--- src/rtl/pipeline_hazard_ctrl_if.sv ---
// Hazard-control bundle between the pipeline datapath and its controller.
// The datapath side is master, the hazard controller is slave.
interface pipeline_hazard_ctrl_if #(
    parameter int CNT_W = 16
);
    logic [31:0]      id_ins;
    logic             ex_memread;
    logic [4:0]       ex_rd;
    logic             ex_branch_taken;
    logic [63:0]      ex_target;
    logic             mem_busy;
    logic             halt_req;
    logic             step_req;
    logic             resume_req;
    logic             pc_write;
    logic             ifid_write;
    logic             ifid_flush;
    logic             idex_bubble;
    logic             pipe_hold;
    logic             pc_sel;
    logic [63:0]      pc_target;
    logic             halted;
    logic [CNT_W-1:0] stall_cnt;
    logic [CNT_W-1:0] flush_cnt;

    modport master (
        output id_ins, ex_memread, ex_rd,
        output ex_branch_taken, ex_target,
        output mem_busy,
        output halt_req, step_req, resume_req,
        input  pc_write, ifid_write, ifid_flush,
        input  idex_bubble, pipe_hold,
        input  pc_sel, pc_target, halted,
        input  stall_cnt, flush_cnt
    );

    modport slave (
        input  id_ins, ex_memread, ex_rd,
        input  ex_branch_taken, ex_target,
        input  mem_busy,
        input  halt_req, step_req, resume_req,
        output pc_write, ifid_write, ifid_flush,
        output idex_bubble, pipe_hold,
        output pc_sel, pc_target, halted,
        output stall_cnt, flush_cnt
    );
endinterface

--- src/rtl/pipeline_hazard_ctrl.sv ---
// Load-use / branch / memory-freeze hazard control with debug
// run-control (RUN, HALTED, STEP) and saturating event counters.
module pipeline_hazard_ctrl #(
    parameter int CNT_W = 16
) (
    input  logic                 clk,
    input  logic                 reset,
    pipeline_hazard_ctrl_if.slave hz
);
    typedef enum logic [1:0] {
        RUN    = 2'd0,
        HALTED = 2'd1,
        STEP   = 2'd2
    } state_t;

    localparam logic [6:0] OP_LUI    = 7'b0110111;
    localparam logic [6:0] OP_AUIPC  = 7'b0010111;
    localparam logic [6:0] OP_JAL    = 7'b1101111;
    localparam logic [6:0] OP_RTYPE  = 7'b0110011;
    localparam logic [6:0] OP_STORE  = 7'b0100011;
    localparam logic [6:0] OP_BRANCH = 7'b1100011;

    state_t           state_q, state_d;
    logic [CNT_W-1:0] stall_cnt_q, stall_cnt_d;
    logic [CNT_W-1:0] flush_cnt_q, flush_cnt_d;

    logic [6:0] opcode;
    logic [4:0] rs1;
    logic [4:0] rs2;
    logic       rs1_used;
    logic       rs2_used;
    logic       load_use;

    logic pc_write;
    logic ifid_write;
    logic ifid_flush;
    logic idex_bubble;
    logic pipe_hold;
    logic pc_sel;
    logic halted;

    assign opcode = hz.id_ins[6:0];
    assign rs1    = hz.id_ins[19:15];
    assign rs2    = hz.id_ins[24:20];

    assign rs1_used = !((opcode == OP_LUI) ||
                        (opcode == OP_AUIPC) ||
                        (opcode == OP_JAL));
    assign rs2_used = (opcode == OP_RTYPE) ||
                      (opcode == OP_STORE) ||
                      (opcode == OP_BRANCH);

    assign load_use = hz.ex_memread &&
                      (hz.ex_rd != 5'd0) &&
                      ((rs1_used && (rs1 == hz.ex_rd)) ||
                       (rs2_used && (rs2 == hz.ex_rd)));

    always_comb begin
        pc_write    = 1'b0;
        ifid_write  = 1'b0;
        ifid_flush  = 1'b0;
        idex_bubble = 1'b0;
        pipe_hold   = 1'b0;
        pc_sel      = 1'b0;
        halted      = 1'b0;
        if (state_q == HALTED) begin
            pipe_hold = 1'b1;
            halted    = 1'b1;
        end else if (hz.mem_busy) begin
            pipe_hold = 1'b1;
        end else if (hz.ex_branch_taken) begin
            // Branch beats load-use: the stalled instruction is squashed anyway.
            pc_sel      = 1'b1;
            pc_write    = 1'b1;
            ifid_flush  = 1'b1;
            idex_bubble = 1'b1;
        end else if (load_use) begin
            idex_bubble = 1'b1;
        end else begin
            pc_write   = 1'b1;
            ifid_write = 1'b1;
        end
    end

    always_comb begin
        state_d = state_q;
        unique case (state_q)
            RUN: begin
                if (hz.halt_req) state_d = HALTED;
            end
            HALTED: begin
                if (hz.resume_req)    state_d = RUN;
                else if (hz.step_req) state_d = STEP;
            end
            STEP: begin
                if (!hz.mem_busy) state_d = HALTED;
            end
            default: state_d = RUN;
        endcase
    end

    always_comb begin
        stall_cnt_d = stall_cnt_q;
        flush_cnt_d = flush_cnt_q;
        if ((state_q != HALTED) && !pc_write &&
            (stall_cnt_q != '1))
            stall_cnt_d = stall_cnt_q + CNT_W'(1);
        if (ifid_flush && (flush_cnt_q != '1))
            flush_cnt_d = flush_cnt_q + CNT_W'(1);
    end

    always_ff @(posedge clk or posedge reset) begin
        if (reset) begin
            state_q     <= RUN;
            stall_cnt_q <= '0;
            flush_cnt_q <= '0;
        end else begin
            state_q     <= state_d;
            stall_cnt_q <= stall_cnt_d;
            flush_cnt_q <= flush_cnt_d;
        end
    end

    assign hz.pc_write    = pc_write;
    assign hz.ifid_write  = ifid_write;
    assign hz.ifid_flush  = ifid_flush;
    assign hz.idex_bubble = idex_bubble;
    assign hz.pipe_hold   = pipe_hold;
    assign hz.pc_sel      = pc_sel;
    assign hz.pc_target   = hz.ex_target;
    assign hz.halted      = halted;
    assign hz.stall_cnt   = stall_cnt_q;
    assign hz.flush_cnt   = flush_cnt_q;
endmodule

--- src/flat_wrapper.sv ---
// flat-port wrapper written by rule: the top's interface ports become plain ports
module pipeline_hazard_ctrl_flat 
#(
    parameter int CNT_W = 16
)
  (clk, reset, hz_id_ins, hz_ex_memread, hz_ex_rd, hz_ex_branch_taken, hz_ex_target, hz_mem_busy, hz_halt_req, hz_step_req, hz_resume_req, hz_pc_write, hz_ifid_write, hz_ifid_flush, hz_idex_bubble, hz_pipe_hold, hz_pc_sel, hz_pc_target, hz_halted, hz_stall_cnt, hz_flush_cnt);
  pipeline_hazard_ctrl_if #(.CNT_W(CNT_W)) hz_i ();
  input  logic clk;
  input  logic reset;
  input wire logic [$bits(hz_i.id_ins)-1:0] hz_id_ins;
  input wire logic [$bits(hz_i.ex_memread)-1:0] hz_ex_memread;
  input wire logic [$bits(hz_i.ex_rd)-1:0] hz_ex_rd;
  input wire logic [$bits(hz_i.ex_branch_taken)-1:0] hz_ex_branch_taken;
  input wire logic [$bits(hz_i.ex_target)-1:0] hz_ex_target;
  input wire logic [$bits(hz_i.mem_busy)-1:0] hz_mem_busy;
  input wire logic [$bits(hz_i.halt_req)-1:0] hz_halt_req;
  input wire logic [$bits(hz_i.step_req)-1:0] hz_step_req;
  input wire logic [$bits(hz_i.resume_req)-1:0] hz_resume_req;
  output wire logic [$bits(hz_i.pc_write)-1:0] hz_pc_write;
  output wire logic [$bits(hz_i.ifid_write)-1:0] hz_ifid_write;
  output wire logic [$bits(hz_i.ifid_flush)-1:0] hz_ifid_flush;
  output wire logic [$bits(hz_i.idex_bubble)-1:0] hz_idex_bubble;
  output wire logic [$bits(hz_i.pipe_hold)-1:0] hz_pipe_hold;
  output wire logic [$bits(hz_i.pc_sel)-1:0] hz_pc_sel;
  output wire logic [$bits(hz_i.pc_target)-1:0] hz_pc_target;
  output wire logic [$bits(hz_i.halted)-1:0] hz_halted;
  output wire logic [$bits(hz_i.stall_cnt)-1:0] hz_stall_cnt;
  output wire logic [$bits(hz_i.flush_cnt)-1:0] hz_flush_cnt;
  assign hz_i.id_ins = hz_id_ins;
  assign hz_i.ex_memread = hz_ex_memread;
  assign hz_i.ex_rd = hz_ex_rd;
  assign hz_i.ex_branch_taken = hz_ex_branch_taken;
  assign hz_i.ex_target = hz_ex_target;
  assign hz_i.mem_busy = hz_mem_busy;
  assign hz_i.halt_req = hz_halt_req;
  assign hz_i.step_req = hz_step_req;
  assign hz_i.resume_req = hz_resume_req;
  assign hz_pc_write = hz_i.pc_write;
  assign hz_ifid_write = hz_i.ifid_write;
  assign hz_ifid_flush = hz_i.ifid_flush;
  assign hz_idex_bubble = hz_i.idex_bubble;
  assign hz_pipe_hold = hz_i.pipe_hold;
  assign hz_pc_sel = hz_i.pc_sel;
  assign hz_pc_target = hz_i.pc_target;
  assign hz_halted = hz_i.halted;
  assign hz_stall_cnt = hz_i.stall_cnt;
  assign hz_flush_cnt = hz_i.flush_cnt;
  pipeline_hazard_ctrl #(.CNT_W(CNT_W)) u_core (.clk(clk), .reset(reset), .hz(hz_i));
endmodule
--- config.mk ---
export PLATFORM = sky130hd
export DESIGN_NAME = pipeline_hazard_ctrl_flat
export DESIGN_NICKNAME = d
export VERILOG_FILES = /design/src/rtl/pipeline_hazard_ctrl_if.sv /design/src/rtl/pipeline_hazard_ctrl.sv /design/src/flat_wrapper.sv
export SDC_FILE = /design/constraint.sdc
export NUM_CORES = 1
export LEC_CHECK = 0
export ABC_AREA = 1
export CORE_ASPECT_RATIO = 1.2
export CORE_UTILIZATION = 40
export CTS_BUF_LIST = sky130_fd_sc_hd__clkbuf_8
export DETAILED_ROUTE_END_ITERATION = 8
export DONT_BUFFER_PORTS = 1
export HOLD_SLACK_MARGIN = 0.06
export PLACE_DENSITY = 0.54
export SYNTH_ARGS = -nofsm -noshare
export SYNTH_HDL_FRONTEND = slang
export SYNTH_SLANG_ARGS = --single-unit
--- constraint.sdc ---
create_clock -name clk -period 1.45 [get_ports clk]
set_input_delay 0.29 -clock clk [delete_from_list [all_inputs] [get_ports clk]]
set_output_delay 0.29 -clock clk [all_outputs]
set_load 0.05 [all_outputs]
Word-level counts from Yosys, hierarchy flattened
Cells that the tools add are included.
{"block": "totals", "ff_bits": 34, "input_bits": 109, "output_inout_bits": 103, "wordCells": 60}
{"block": "classes", "addsub": 2, "n_eq_ne": 16, "mux": 22, "reduce_logical": 17}
{"operator": "adder 16 x 1 -> 16 bit (second input constant)", "n": 2}
{"operator": "!= test 16 bit (second input constant)", "n": 2}
{"operator": "== test 7 x 6 -> 1 bit (second input constant)", "n": 3}
{"operator": "2-to-1 mux 1 bit", "n": 17}
{"operator": "== test 7 bit (second input constant)", "n": 2}
{"operator": "== test 5 bit", "n": 2}
{"operator": "2-to-1 mux 2 bit", "n": 4}
{"operator": "== test 7 x 5 -> 1 bit (second input constant)", "n": 1}
{"operator": "logical AND 1 bit", "n": 7}
{"operator": "one-hot mux 2 bit (3 select lines)", "n": 1}
{"operator": "logical OR 1 bit", "n": 5}
{"operator": "nonzero test 5 bit", "n": 1}
{"operator": "!= test 2 bit (second input constant)", "n": 2}
{"operator": "!= test 3 bit (second input constant)", "n": 1}
{"operator": "AND reduction 3 bit", "n": 1}
{"operator": "== test 2 x 1 -> 1 bit (second input constant)", "n": 1}
{"operator": "== test 2 bit (second input constant)", "n": 1}
{"operator": "zero test 1 bit", "n": 2}
{"operator": "zero test 2 bit", "n": 1}
{"operator": "!= test 2 x 1 -> 1 bit (second input constant)", "n": 1}

Logic depth before layout (Yosys ltp)
{"block": "logic_depth", "depth_word": 14, "depth_mapped": 13, "depth_no_buf": 12}

Worst setup path after synthesis
OpenSTA, ideal clock, no wires.
{"block": "synth_path", "kind": "reg-to-reg", "startpoint": "register u_core.state_q[0]", "endpoint": "register u_core.flush_cnt_q[5] (netlist: u_core.hz.flush_cnt[5])", "setup_ps": 142, "t_arrival_ps": 2395, "required_time_ps": 1308, "path_slack_ps": -1087, "stages_incl_launch_ff": 9, "path_buffers": 1, "synth_period_minus_slack_ps": 2537, "cell_sequence": "dfrtp_1 -> nand2_2 -> nand2_1 -> nor2_1 -> nand2_1 -> buf_4 -> nor3_2 -> nand2_1 -> xnor2_1"}
{"block": "synth_between", "elab_chain_len": 3}
{"item": "start, declared", "line_no": "pipeline_hazard_ctrl.sv:23", "rtl": "state_t state_q, state_d;"}
{"item": "start signal, assigned", "line_no": "pipeline_hazard_ctrl.sv:118", "rtl": "state_q <= state_d;"}
{"item": "== test 2 x 1 -> 1 bit", "line_no": "pipeline_hazard_ctrl.sv:66", "rtl": "if (state_q == HALTED) begin"}
{"item": "2-to-1 mux 1 bit", "line_no": "pipeline_hazard_ctrl.sv:66"}
{"item": "net hz_ifid_flush", "line_no": "flat_wrapper.sv:21", "rtl": "output wire logic [$bits(hz_i.ifid_flush)-1:0] hz_ifid_flush;"}
{"item": "logical AND 1 bit", "line_no": "pipeline_hazard_ctrl.sv:108", "rtl": "if (ifid_flush && (flush_cnt_q != '1))"}
{"item": "end signal, assigned", "line_no": "pipeline_hazard_ctrl.sv:120", "rtl": "flush_cnt_q <= flush_cnt_d;"}
{"item": "end, declared", "line_no": "pipeline_hazard_ctrl.sv:25", "rtl": "logic [CNT_W-1:0] flush_cnt_q, flush_cnt_d;"}
The timed path passes the listed nets, and every way through them passes these cells.
A chain may end at the register's enable or synchronous reset.

Worst setup path in the final report
{"block": "layout_path", "startpoint": "register u_core.state_q[1]", "endpoint": "output port hz_idex_bubble"}
{"block": "layout_between", "elab_chain_len": 2}
{"item": "== test 2 x 1 -> 1 bit", "line_no": "pipeline_hazard_ctrl.sv:66"}
{"item": "2-to-1 mux 1 bit", "line_no": "pipeline_hazard_ctrl.sv:66"}
{"item": "end, declared", "line_no": "flat_wrapper.sv:22", "rtl": "output wire logic [$bits(hz_i.idex_bubble)-1:0] hz_idex_bubble;"}
No other way between the ends.

==> flow_summary.yaml <==
status:
  status: "finished, violations left"
  violations: "setup timing"
critical_path:
  worstPathMaxFanout: 3
  worstPathRequired_ns: 1.16
  worstRegToRegCells: 11
  path_class: "reg -> out"
  cp-end-kind: "output port"
  ff2ff_setup_slack_ns: -0.12
  cp_data_arrival_time_ns: 1.32
  start_kind: "flip-flop"
synthesis:
  netlist_top_cells_count: "99 x nand2_1, 66 x buf_4, 34 x dfrtp_1, 34 x inv_1, 30 x nand3_1"
  yosysTopAreaCell: "dfrtp_1"
  synth_cells: 361
  ys_seq_area_frac: 0.322
  synth_area_sq_um: 2640
  yosysWarnings: 0
  synth-edff-count: 0
  postSynthAreaPerCell_sq_um: 7.31
  async_flop_share: 1.00
  yosysMostFrequentCell: "nand2_1"
  ys_top_cells_by_area: "dfrtp_1 32%, buf_4 19%, nand2_1 14%"
  syn_nets: 472
  synth_top_area_share: 0.322
  synth.distinct_cells: 25
  ys_seq_elements: 34
  synth_ff_type: "dfrtp_1"
die:
  die_area_sq_um: 6930
  dieHeight_microns: 91.0
  rows: 32
  core_area_sq_um: 6410
  start_util: 0.412
  die_w_microns: 76.1
  io_pins: 212
routing:
  postRouteAntennaNets: 0
  vias: 2180
  drc: 0
  wl_per_cell_microns: 12.6
  route.final.wire_length_microns: 5920
  first_iter_violations: 74
  vias_per_cell: 4.65
  drt_pass1_iterations: 4
cts:
  cts_root_buf: "clkbuf_8"
  numCtsBuffers: 5
  clock-sinks: 34
  ctsHtreeMaxLevel: 2
  clock_path_buffers: 2
  clk_pin_slew_ns: 0.06
  cts_tree: "yes"
  clock_latency_ns: 0.29
sta:
  drv_slew: 0
  fin_setup_tns_ns: -2.48
  timing_hold_violations_final: 0
  rsz0062_at_grt: "yes"
  slew_headroom: 0.699
  clock-skew-final_ns: 0.0121
  timing.final.crit_period_ns: 1.61
  finalSetupViolations: 33
  fin_ws_ns: -0.157
  post-route-period-util: 1.11
  fmax_mhz: 622
  worst_slew_pin_slew_ns: 0.451
pwr:
  irDropWorstVdd_mv: 0.950
  p_leak_nw: 1.70
  power_density_nw_per_um2: 1530
grt:
  antenna_found_initial: 0
  grt_pass1_wl_microns: 10100
  grt_pass1_vias: 2282
  grt_max_degree: 35
  grt_overflow: 0
  grtUsageTotal: 0.179
cells_and_area:
  layout-drive-gt1-share: 0.448
  fin_area_sq_um: 3430
  antennaDiodeCount: 0
  syn_to_final_growth_pct: 29.8
  final_nets: 494
run:
  max_cap_viol_count: 0
place:
  gp_congestion: 0.781
  dp_hpwl_microns: 4340
  port_buffers: 0
  dpl-instance-area_sq_um: 2940
hold_path:
  whs_path_depth: 3
  hp-class: "in -> reg"
==> cell type report <==
| class | count | area, sq um |
|---|---|---|
| clock buffers | 6 | 82.6 |
| clock inverters | 2 | 33.8 |
| repair buffers | 84 | 774 |
| multi-input cells | 221 | 1410 |
| fillers | 635 | 2980 |
| well taps | 85 | 106 |
| flip-flops and latches | 34 | 872 |
| inverters | 37 | 144 |
==> critical path, cell delays in order, from the launching register on <==
cell and delay, ns:
dfrtp_1 0.40, inv_2 0.07, nand2_4 0.09, nand2_4 0.07, buf_6 0.13, a21oi_4 0.13, buf_12 0.15
==> stage by stage <==
stage               utilization  power, mW  cells  setup slack (ns)  hold WS (ns)
floorplan                     -       3.37    361            -0.347         0.425
CTS                       0.507       4.95    462            -0.106         0.167
detailed placement        0.459       3.79    450            -0.145         0.320
global route              0.535       5.58    469            -0.221         0.201
global placement          0.459       3.75    450            -0.113         0.325
finish                    0.535       5.26    469            -0.157         0.190
==> logic make-up (layout without fill, tap and decap cells) <==
kind of cell,Yosys count,after routing,share of synthesized area
compound gates,10,10,0.0209
flops,34,34,0.322
fa+ha+maj,2,2,0.00948
simple gates,177,177,0.293
xor+xnor,32,32,0.106
buf+inv,106,129,0.248
==> path summary, 6_finish.rpt <==
check                                        start                 endpoint
setup / recovery                 u_core.state_q[1]           hz_idex_bubble
hold / removal                       hz_resume_req        u_core.state_q[1]
setup reg to reg            u_core.hz.stall_cnt[0]  u_core.hz.stall_cnt[15]
hold reg to reg            u_core.hz.stall_cnt[13]  u_core.hz.stall_cnt[13]
max in group asynchronous                    reset   u_core.hz.stall_cnt[4]
min in group asynchronous                    reset   u_core.hz.flush_cnt[7]
==> state kept, by name, indices dropped and copies added, names as in the netlist <==
signal,cells
u_core.hz.flush_cnt,16
u_core.hz.stall_cnt,16
u_core.state_q,2
==> per-layer routing <==
| metal | up-vias | GRT usage | wire length, microns |
|---|---|---|---|
| met5 | - | 0 | 0 |
| met4 | 0 | 0.0545 | 47 |
| met2 | 74 | 0.325 | 3170 |
| met1 | 1004 | 0.200 | 2320 |
| met3 | 10 | 0.0553 | 382 |
| li1 | 1092 | - | - |
==> placed cells by master, fill, tap and decap left out, types with 3 or more instances in the layout <==
cell type,n
clkbuf_8,6
nand3_1,14
nor2_4,7
inv_1,29
nand4_1,4
nand2_2,11
inv_2,7
buf_4,65
buf_6,9
nor3_1,3
xor2_1,17
dfrtp_1,17
buf_12,6
o21ai_1,3
nor2_2,5
nand2_1,88
xnor2_1,14
dfrtp_2,17
nand2_4,3
nand3_2,16
nor2_1,19
==> power by group <==
part	switching, mW	internal (mW)
clock network	0.349	0.554
logic	1.75	1.28
registers	0.180	1.15
==> repair_timing <==
item	4_1_cts	5_1_grt
pin swaps	15	13
endpoints found under the hold margin	34	0
resized for setup	41	33
setup buffers	3	7
cloned	0	1
hold buffers	1	0
setup endpoints to repair	35	41
(Power assumes the default switching activity.)
